[src/rtl/decode_pkg.sv]
// decode_pkg: shared definitions for the decode stage.
//   - instruction field bit positions (rs / rt / rd)
//   - immediate-select and destination-select encodings
//   - default link register index
//   - srcHits(): one operand's load-use match term for hazard detection
package decode_pkg;

    localparam int INSTR_W = 16;
    localparam int REG_AW  = 3;

    localparam int RS_MSB = 10;
    localparam int RS_LSB = 8;
    localparam int RT_MSB = 7;
    localparam int RT_LSB = 5;
    localparam int RD_MSB = 4;
    localparam int RD_LSB = 2;

    localparam logic [REG_AW-1:0] LINK_REG_DEFAULT = 3'd7;

    // Immediate extension selector (ctl_sext_sel)
    typedef enum logic [1:0] {
        IMM_SEXT5  = 2'b00,
        IMM_SEXT8  = 2'b01,
        IMM_SEXT11 = 2'b10,
        IMM_ZEXT   = 2'b11
    } imm_sel_e;

    // Destination register selector (ctl_wr_sel)
    typedef enum logic [1:0] {
        DEST_RT   = 2'b00,
        DEST_RD   = 2'b01,
        DEST_RS   = 2'b10,
        DEST_LINK = 2'b11
    } dest_sel_e;

    // True when an operand that is actually read matches the in-flight load destination
    function automatic logic srcHits(input logic uses,
                                     input logic [REG_AW-1:0] src,
                                     input logic [REG_AW-1:0] dest);
        return uses && (src == dest);
    endfunction

endpackage

[src/rtl/regfile_bypass.sv]
// regfile_bypass: NREG x DW architectural register file.
//   clk, rst            : clock, synchronous active-high clear of every entry
//   wrEn/wrAddr/wrData  : single write port, written on the rising edge
//   rdAddrA/rdDataA     : combinational read port A
//   rdAddrB/rdDataB     : combinational read port B
// With BYPASS=1 a read of the address being written this cycle returns wrData.
// Entry 0 is an ordinary register.
module regfile_bypass #(
    parameter int DW     = 16,
    parameter int NREG   = 8,
    parameter bit BYPASS = 1'b1,
    parameter int AW     = $clog2(NREG)
) (
    input  logic          clk,
    input  logic          rst,
    input  logic          wrEn,
    input  logic [AW-1:0] wrAddr,
    input  logic [DW-1:0] wrData,
    input  logic [AW-1:0] rdAddrA,
    output logic [DW-1:0] rdDataA,
    input  logic [AW-1:0] rdAddrB,
    output logic [DW-1:0] rdDataB
);

    logic [DW-1:0] mem_r [NREG];

    // Storage: clear on reset, otherwise single-port write
    always_ff @(posedge clk) begin
        if (rst) begin
            for (int i = 0; i < NREG; i++) begin
                mem_r[i] <= {DW{1'b0}};
            end
        end else if (wrEn) begin
            mem_r[wrAddr] <= wrData;
        end else begin
            mem_r[wrAddr] <= mem_r[wrAddr];
        end
    end

    // Read port A with optional same-cycle write-through
    always_comb begin
        rdDataA = mem_r[rdAddrA];
        if (BYPASS && wrEn && (wrAddr == rdAddrA)) begin
            rdDataA = wrData;
        end else begin
            rdDataA = mem_r[rdAddrA];
        end
    end

    // Read port B with optional same-cycle write-through
    always_comb begin
        rdDataB = mem_r[rdAddrB];
        if (BYPASS && wrEn && (wrAddr == rdAddrB)) begin
            rdDataB = wrData;
        end else begin
            rdDataB = mem_r[rdAddrB];
        end
    end

endmodule

[src/rtl/decode_stage_p.sv]
// decode_stage_p: pipelined decode stage between fetch and execute.
//   clk, rst                  : clock, synchronous active-high reset
//   if_valid/if_instr/if_next_pc, id_ready : fetch handshake
//   ctl_*                     : decoded control from the instruction decoder
//   wb_en/wb_addr/wb_data     : register-file write-back port
//   fwd_rs_*/fwd_rt_*         : operand forwarding overrides
//   id_target_pc, hazard_stall: combinational early branch target and load-use stall
//   ex_ready, flush           : execute backpressure and pipeline discard
//   ex_*                      : registered ID/EX pipeline register
module decode_stage_p
    import decode_pkg::*;
#(
    parameter int          DW       = 16,
    parameter int          NREG     = 8,
    parameter logic [2:0]  LINK_REG = LINK_REG_DEFAULT,
    parameter bit          BYPASS   = 1'b1
) (
    input  logic          clk,
    input  logic          rst,
    input  logic          if_valid,
    input  logic [15:0]   if_instr,
    input  logic [DW-1:0] if_next_pc,
    output logic          id_ready,
    input  logic          ex_ready,
    input  logic          flush,
    input  logic [1:0]    ctl_sext_sel,
    input  logic          ctl_zext8,
    input  logic          ctl_imm_op2,
    input  logic          ctl_load_link,
    input  logic          ctl_pc_base_sel,
    input  logic          ctl_branch_imm11,
    input  logic [1:0]    ctl_wr_sel,
    input  logic          ctl_uses_rs,
    input  logic          ctl_uses_rt,
    input  logic          ctl_reg_write,
    input  logic          ctl_is_load,
    input  logic          wb_en,
    input  logic [2:0]    wb_addr,
    input  logic [DW-1:0] wb_data,
    input  logic          fwd_rs_en,
    input  logic          fwd_rt_en,
    input  logic [DW-1:0] fwd_rs_data,
    input  logic [DW-1:0] fwd_rt_data,
    output logic [DW-1:0] id_target_pc,
    output logic          hazard_stall,
    output logic          ex_valid,
    output logic          ex_reg_write,
    output logic          ex_is_load,
    output logic [DW-1:0] ex_op1,
    output logic [DW-1:0] ex_op2,
    output logic [DW-1:0] ex_imm,
    output logic [DW-1:0] ex_rt_data,
    output logic [DW-1:0] ex_next_pc,
    output logic [DW-1:0] ex_target_pc,
    output logic [2:0]    ex_dest,
    output logic [15:0]   ex_instr
);

    logic [2:0]    rs_s, rt_s, rd_s;
    logic [DW-1:0] rfRs_s, rfRt_s;
    logic [DW-1:0] rsVal_s, rtVal_s;
    logic [DW-1:0] sext5_s, sext8_s, sext11_s;
    logic [DW-1:0] imm_s, op1_s, op2_s;
    logic [DW-1:0] tgtBase_s, tgtOff_s;
    logic [2:0]    dest_s;
    logic          hazard_s, advance_s;

    assign rs_s = if_instr[RS_MSB:RS_LSB];
    assign rt_s = if_instr[RT_MSB:RT_LSB];
    assign rd_s = if_instr[RD_MSB:RD_LSB];

    regfile_bypass #(
        .DW     (DW),
        .NREG   (NREG),
        .BYPASS (BYPASS)
    ) u_rf (
        .clk     (clk),
        .rst     (rst),
        .wrEn    (wb_en),
        .wrAddr  (wb_addr),
        .wrData  (wb_data),
        .rdAddrA (rs_s),
        .rdDataA (rfRs_s),
        .rdAddrB (rt_s),
        .rdDataB (rfRt_s)
    );

    assign sext5_s  = {{(DW-5){if_instr[4]}},   if_instr[4:0]};
    assign sext8_s  = {{(DW-8){if_instr[7]}},   if_instr[7:0]};
    assign sext11_s = {{(DW-11){if_instr[10]}}, if_instr[10:0]};

    // Operand values: forwarding overrides the register file
    always_comb begin
        rsVal_s = rfRs_s;
        rtVal_s = rfRt_s;
        if (fwd_rs_en) begin
            rsVal_s = fwd_rs_data;
        end else begin
            rsVal_s = rfRs_s;
        end
        if (fwd_rt_en) begin
            rtVal_s = fwd_rt_data;
        end else begin
            rtVal_s = rfRt_s;
        end
    end

    // Immediate extension
    always_comb begin
        imm_s = sext5_s;
        case (imm_sel_e'(ctl_sext_sel))
            IMM_SEXT5:  imm_s = sext5_s;
            IMM_SEXT8:  imm_s = sext8_s;
            IMM_SEXT11: imm_s = sext11_s;
            IMM_ZEXT: begin
                if (ctl_zext8) begin
                    imm_s = {{(DW-8){1'b0}}, if_instr[7:0]};
                end else begin
                    imm_s = {{(DW-4){1'b0}}, if_instr[3:0]};
                end
            end
            default:    imm_s = sext5_s;
        endcase
    end

    // Operand muxing and branch target (forwarded rs is the register base)
    always_comb begin
        op1_s     = rsVal_s;
        op2_s     = rtVal_s;
        tgtBase_s = rsVal_s;
        tgtOff_s  = sext8_s;
        if (ctl_load_link) begin
            op1_s = if_next_pc;
        end else begin
            op1_s = rsVal_s;
        end
        if (ctl_imm_op2) begin
            op2_s = imm_s;
        end else begin
            op2_s = rtVal_s;
        end
        if (ctl_pc_base_sel) begin
            tgtBase_s = if_next_pc;
        end else begin
            tgtBase_s = rsVal_s;
        end
        if (ctl_branch_imm11) begin
            tgtOff_s = sext11_s;
        end else begin
            tgtOff_s = sext8_s;
        end
    end

    assign id_target_pc = tgtBase_s + tgtOff_s;

    // Destination register select
    always_comb begin
        dest_s = rt_s;
        case (dest_sel_e'(ctl_wr_sel))
            DEST_RT:   dest_s = rt_s;
            DEST_RD:   dest_s = rd_s;
            DEST_RS:   dest_s = rs_s;
            DEST_LINK: dest_s = LINK_REG;
            default:   dest_s = rt_s;
        endcase
    end

    // Load-use hazard against the load currently held in ID/EX
    always_comb begin
        hazard_s = 1'b0;
        if (if_valid && ex_valid && ex_is_load && ex_reg_write) begin
            hazard_s = srcHits(ctl_uses_rs, rs_s, ex_dest) ||
                       srcHits(ctl_uses_rt, rt_s, ex_dest);
        end else begin
            hazard_s = 1'b0;
        end
    end

    assign hazard_stall = hazard_s;
    assign advance_s    = ex_ready || !ex_valid;

    // Fetch handshake; a flush always drains the slot so fetch may proceed
    always_comb begin
        id_ready = 1'b0;
        if (rst) begin
            id_ready = 1'b0;
        end else begin
            id_ready = flush || (advance_s && !hazard_s);
        end
    end

    // ID/EX register: reset > flush > bubble > advance > hold.
    // Invalidation clears only the qualifiers; the payload keeps its value.
    always_ff @(posedge clk) begin
        if (rst) begin
            ex_valid     <= 1'b0;
            ex_reg_write <= 1'b0;
            ex_is_load   <= 1'b0;
            ex_op1       <= {DW{1'b0}};
            ex_op2       <= {DW{1'b0}};
            ex_imm       <= {DW{1'b0}};
            ex_rt_data   <= {DW{1'b0}};
            ex_next_pc   <= {DW{1'b0}};
            ex_target_pc <= {DW{1'b0}};
            ex_dest      <= 3'd0;
            ex_instr     <= 16'd0;
        end else if (flush || (advance_s && hazard_s)) begin
            ex_valid     <= 1'b0;
            ex_reg_write <= 1'b0;
            ex_is_load   <= 1'b0;
        end else if (advance_s) begin
            if (if_valid) begin
                ex_valid     <= 1'b1;
                ex_reg_write <= ctl_reg_write;
                ex_is_load   <= ctl_is_load;
                ex_op1       <= op1_s;
                ex_op2       <= op2_s;
                ex_imm       <= imm_s;
                ex_rt_data   <= rtVal_s;
                ex_next_pc   <= if_next_pc;
                ex_target_pc <= id_target_pc;
                ex_dest      <= dest_s;
                ex_instr     <= if_instr;
            end else begin
                ex_valid     <= 1'b0;
                ex_reg_write <= 1'b0;
                ex_is_load   <= 1'b0;
            end
        end else begin
            ex_valid     <= ex_valid;
            ex_reg_write <= ex_reg_write;
            ex_is_load   <= ex_is_load;
        end
    end

endmodule
[config.mk]
export PLATFORM = sky130hd
export DESIGN_NAME = decode_stage_p
export DESIGN_NICKNAME = d
export VERILOG_FILES = /design/src/rtl/decode_pkg.sv /design/src/rtl/regfile_bypass.sv /design/src/rtl/decode_stage_p.sv
export SDC_FILE = /design/constraint.sdc
export NUM_CORES = 1
export LEC_CHECK = 0
export CELL_PAD_IN_SITES_DETAIL_PLACEMENT = 1
export CELL_PAD_IN_SITES_GLOBAL_PLACEMENT = 1
export CORE_UTILIZATION = 41
export CTS_CLUSTER_DIAMETER = 200
export DETAILED_ROUTE_END_ITERATION = 10
export PLACE_DENSITY = 0.88
export SLEW_MARGIN = 20
export SYNTH_ARGS = -nofsm -noshare
export SYNTH_HDL_FRONTEND = slang
export SYNTH_SLANG_ARGS = --single-unit
[constraint.sdc]
create_clock -name clk -period 5.13 [get_ports clk]
set_input_delay 0.513 -clock clk [delete_from_list [all_inputs] [get_ports clk]]
set_output_delay 0.513 -clock clk [all_outputs]
set_load 0.01 [all_outputs]
==> key figures <==
Clocking
  • H-tree depth: 1
  • Clk_lat worst skew: 0.56 ns
  • CTS tree: yes
  • Total CTS buffers: 26
  • Root Driver: clkbuf_16
  • Reg clk slew, reported paths: 0.06 ns
  • CTS max path bufs: 3
  • Post-CTS Hold Buffers: 0
  • # clock sinks: 237

Power
  • Flop pwr share: 41.3%
  • Sw power: 1490 uW
  • Cell Pwr Density: 323 mW/mm^2
  • Clk pwr share: 36.8%
  • Tot Pwr: 5310 uW
  • Static leakage: 0.00603 uW
  • Comb pwr share: 21.9%
  • Peak VDD IR: 0.247 mV
  • Switching portion of total power: 28.0%
  • Pint: 3820 uW

Finish
  • Util after Layout: 55.0%
  • Most frequent cells in the layout: clkdlybuf4s50_1 (226), nand2_1 (175), and2_1 (128), edfxtp_1 (128), dfxtp_1 (109)
  • Fin cells: 1823
  • Area Overhead vs Synth: 30.8%
  • Area occupied by multi-input gates: 0.00614 sq mm
  • Register area: 0.00603 sq mm
  • Final net count: 1532
  • Layout cells sized above 1: 14.2%
  • FILL cells: 3202
  • Leading cell type in the layout, fill and taps excluded: clkdlybuf4s50_1

Logic synthesis
  • Synth Area in Adders: 1.65%
  • Asr flop ratio synth: 0%
  • Post-Synth Simple-Gate Area: 17.4%
  • Seq/Total Area, Yosys: 48.0%
  • Largest family of logic cells by synthesized area: simple AND/OR/NAND/NOR gates
  • Cell Area, Synth: 0.0126 sq mm
  • Multiplexer area fraction after synthesis: 16.3%
  • Post-Syn Nets: 1304
  • Post-synth EDFFs: 128
  • Synth Area in XOR/XNOR: 1.81%
  • Top FF cell, synth: edfxtp_1
  • Synth Area in Compound Gates: 11.2%
  • Post-Synthesis Cells: 1184
  • Syn_area_per_cell: 10.6 sq um
  • Library cells used by synthesis: 51
  • Synthesis Warnings: 0
  • Yosys reg bits: 237

Setup path
  • Crit path launch type: input pin
  • Crit-path slowest cell: clkdlybuf4s50_1
  • CP dominant cell by count: buf_4
  • R2r worst-path depth: 16
  • Worst R2R Start: u_rf.mem_r[0][0]
  • Worst Path Max Fanout: 7
  • CP cell instances: buf_4 -> buf_4 -> mux4_2 -> mux2i_2 -> nand2_1 -> o21ai_1 -> o21ai_1 -> mux2_2 -> ha_1 -> o21ai_2 -> o2111ai_1 -> a31oi_1 -> nor2_1 -> buf_4 -> xor2_1 -> clkdlybuf4s50_1
  • CP peak stage delay: 0.61 ns
  • Crit Path Class: input pin to output pin
  • CP arrival: 4.53 ns
  • CP required: 4.62 ns
  • R2R setup slack: 1.29 ns
  • CP endpoint kind: output pin
  • FF-to-FF End: ex_target_pc[12]

Timing
  • Slew @ Worst Pin: 1.07 ns
  • Hold Vio Cnt, Final: 0
  • Slew Limit Fails: 0
  • Clk_skew: 0.0150 ns
  • RSZ-0062 raised after global routing: no
  • Fin crit share: 98.2%
  • Fmax: 0.198 GHz
  • Final setup violation count: 0
  • Slew margin rel.: 28.7%
  • Final worst path period need: 5.04 ns

Global routing
  • Grt ovf: 0
  • Vias in the first global route: 11.5k
  • GRT Util Overall: 30.5%
  • Number of antenna violations at the first check in global routing: 1
  • First-pass GRT wire length: 71000 um
  • Largest net degree at the start of global routing: 112

Route
  • Residual DRC: 0
  • Detailed Routing Iterations Pass 1: 5
  • Routed Wire Length: 47800 um
  • Drt wl/cell: 26.2 um
  • Via count: 10.9k
  • Iteration-0 DRC Markers: 998
  • Via-to-Cell Ratio: 5.97
  • Antenna Nets Post-Route: 0

Die
  • Ports: 240
  • Die outline height: 177 um
  • Die area: 0.0313 sq mm
  • Core Area: 0.0299 sq mm
  • Cell Rows: 63
  • Initial core utilization: 42.0%
  • Die X: 177 um

Place
  • Buffers added on ports: 239
  • Routability Congestion: 0.908
  • Placed Cells: 1771
  • Hpwl dp: 33400 um

Worst hold path
  • Hold crit path type: flop to flop
  • Min-delay src: ex_op1[7]
  • Hold-critical path depth: 2
  • Worst Hold End: ex_op1[7]

Run status
  • Outcome: complete, no violations

Run
  • Max Cap Viol: 0
## worst max-delay path by stage
stage	cells after the start	to	start	slack, ns
floorplan	15	id_target_pc[12]	if_instr[8]	0.55
global placement	15	id_target_pc[12]	if_instr[8]	0.15
detailed placement	15	id_target_pc[12]	if_instr[8]	-0.04
CTS	16	id_target_pc[15]	if_instr[10]	0.001
global route	14	id_target_pc[11]	u_rf.mem_r[5][2]	0.003
finish	16	id_target_pc[11]	if_instr[8]	0.09
## timing repair
action                                 CTS  global route
buffers inserted                         0             3
gates resized for setup                  3            15
pin swaps                                0             5
endpoints found under the hold margin    0             0
setup endpoints to repair                4             6
## cells in the mapped netlist (26+ instances only)
cell      instances  share of area [%]
a21oi_1          94                3.7
mux2i_1          38                3.0
edfxtp_1        128                 31
dfxtp_1         109                 17
o21ai_1          44                1.8
mux4_2           64                 11
nand2_1         175                5.2
clkbuf_1         60                1.8
nor2_1           67                2.0
o211ai_1         26                1.6
and2_1          128                6.4
a211oi_1         29                1.7
## cells by family after synthesis
family / count (synthesis)
flops: 237
compound gates: 233
simple gates: 446
mux: 122
xor+xnor: 26
fa+ha+maj: 16
buf+inv: 104
## stage by stage
stage	TNS [ns]	hold WS [ns]	worst slack [ns]	area, sq um
6_report	0	0.451	0.0898	16400
5_1_grt	0	0.471	0.00340	16400
4_1_cts	0	0.451	0.00111	16400
3_5_place_dp	-0.0414	0.444	-0.0414	15500
3_3_place_gp	0	0.439	0.151	15500
2_1_floorplan	0	0.476	0.548	12600
## state kept, by name (all words and copies together) (netlist names)
| name | cells |
|---|---|
| u_rf.mem_r | 128 |
| ex_op1 | 16 |
| ex_imm | 11 |
| ex_target_pc | 16 |
| ex_next_pc | 16 |
| ex_rt_data | 16 |
| ex_is_load | 1 |
| ex_reg_write | 1 |
| ex_instr | 12 |
| ex_op2 | 16 |
| ex_dest | 3 |
| ex_valid | 1 |
## worst max-delay path: cells and delay by family
| kind | cells | cell delay, ns |
|---|---|---|
| adders and majority gates | 1 | 0.35 |
| and+or+nand+nor | 2 | 0.30 |
| xor gates and xnor gates | 1 | 0.31 |
| muxes | 3 | 1.12 |
| buffers and inverters | 4 | 1.15 |
| AOI/OAI and AO/OA | 5 | 0.78 |
## power by group through the flow
stage	clock network (uW)	logic, uW	registers, uW
final	1950	1170	2190
after global routing	2030	1230	2200
after CTS	1970	1150	2190
after detailed placement	0	1130	2230
after global placement	0	1100	2210
after floorplan	0	564	2230
## final cells by class
type | count | area share [%]
Antenna cell | 1 | 0.0152
Clock inverter | 12 | 0.899
Sequential cell | 237 | 36.7
Clock buffer | 36 | 4.46
Tap cell | 390 | 2.97
Inverter | 8 | 0.183
Multi-Input combinational cell | 843 | 37.4
Timing Repair Buffer | 296 | 17.4
## per-layer routing
metal	GRT usage [%]	part of all wire, %
met5	0	0
met4	14.3	4.0
met3	7.07	8.5
met2	53.7	51
met1	34.7	37
Power figures use the tool's default switching activity.
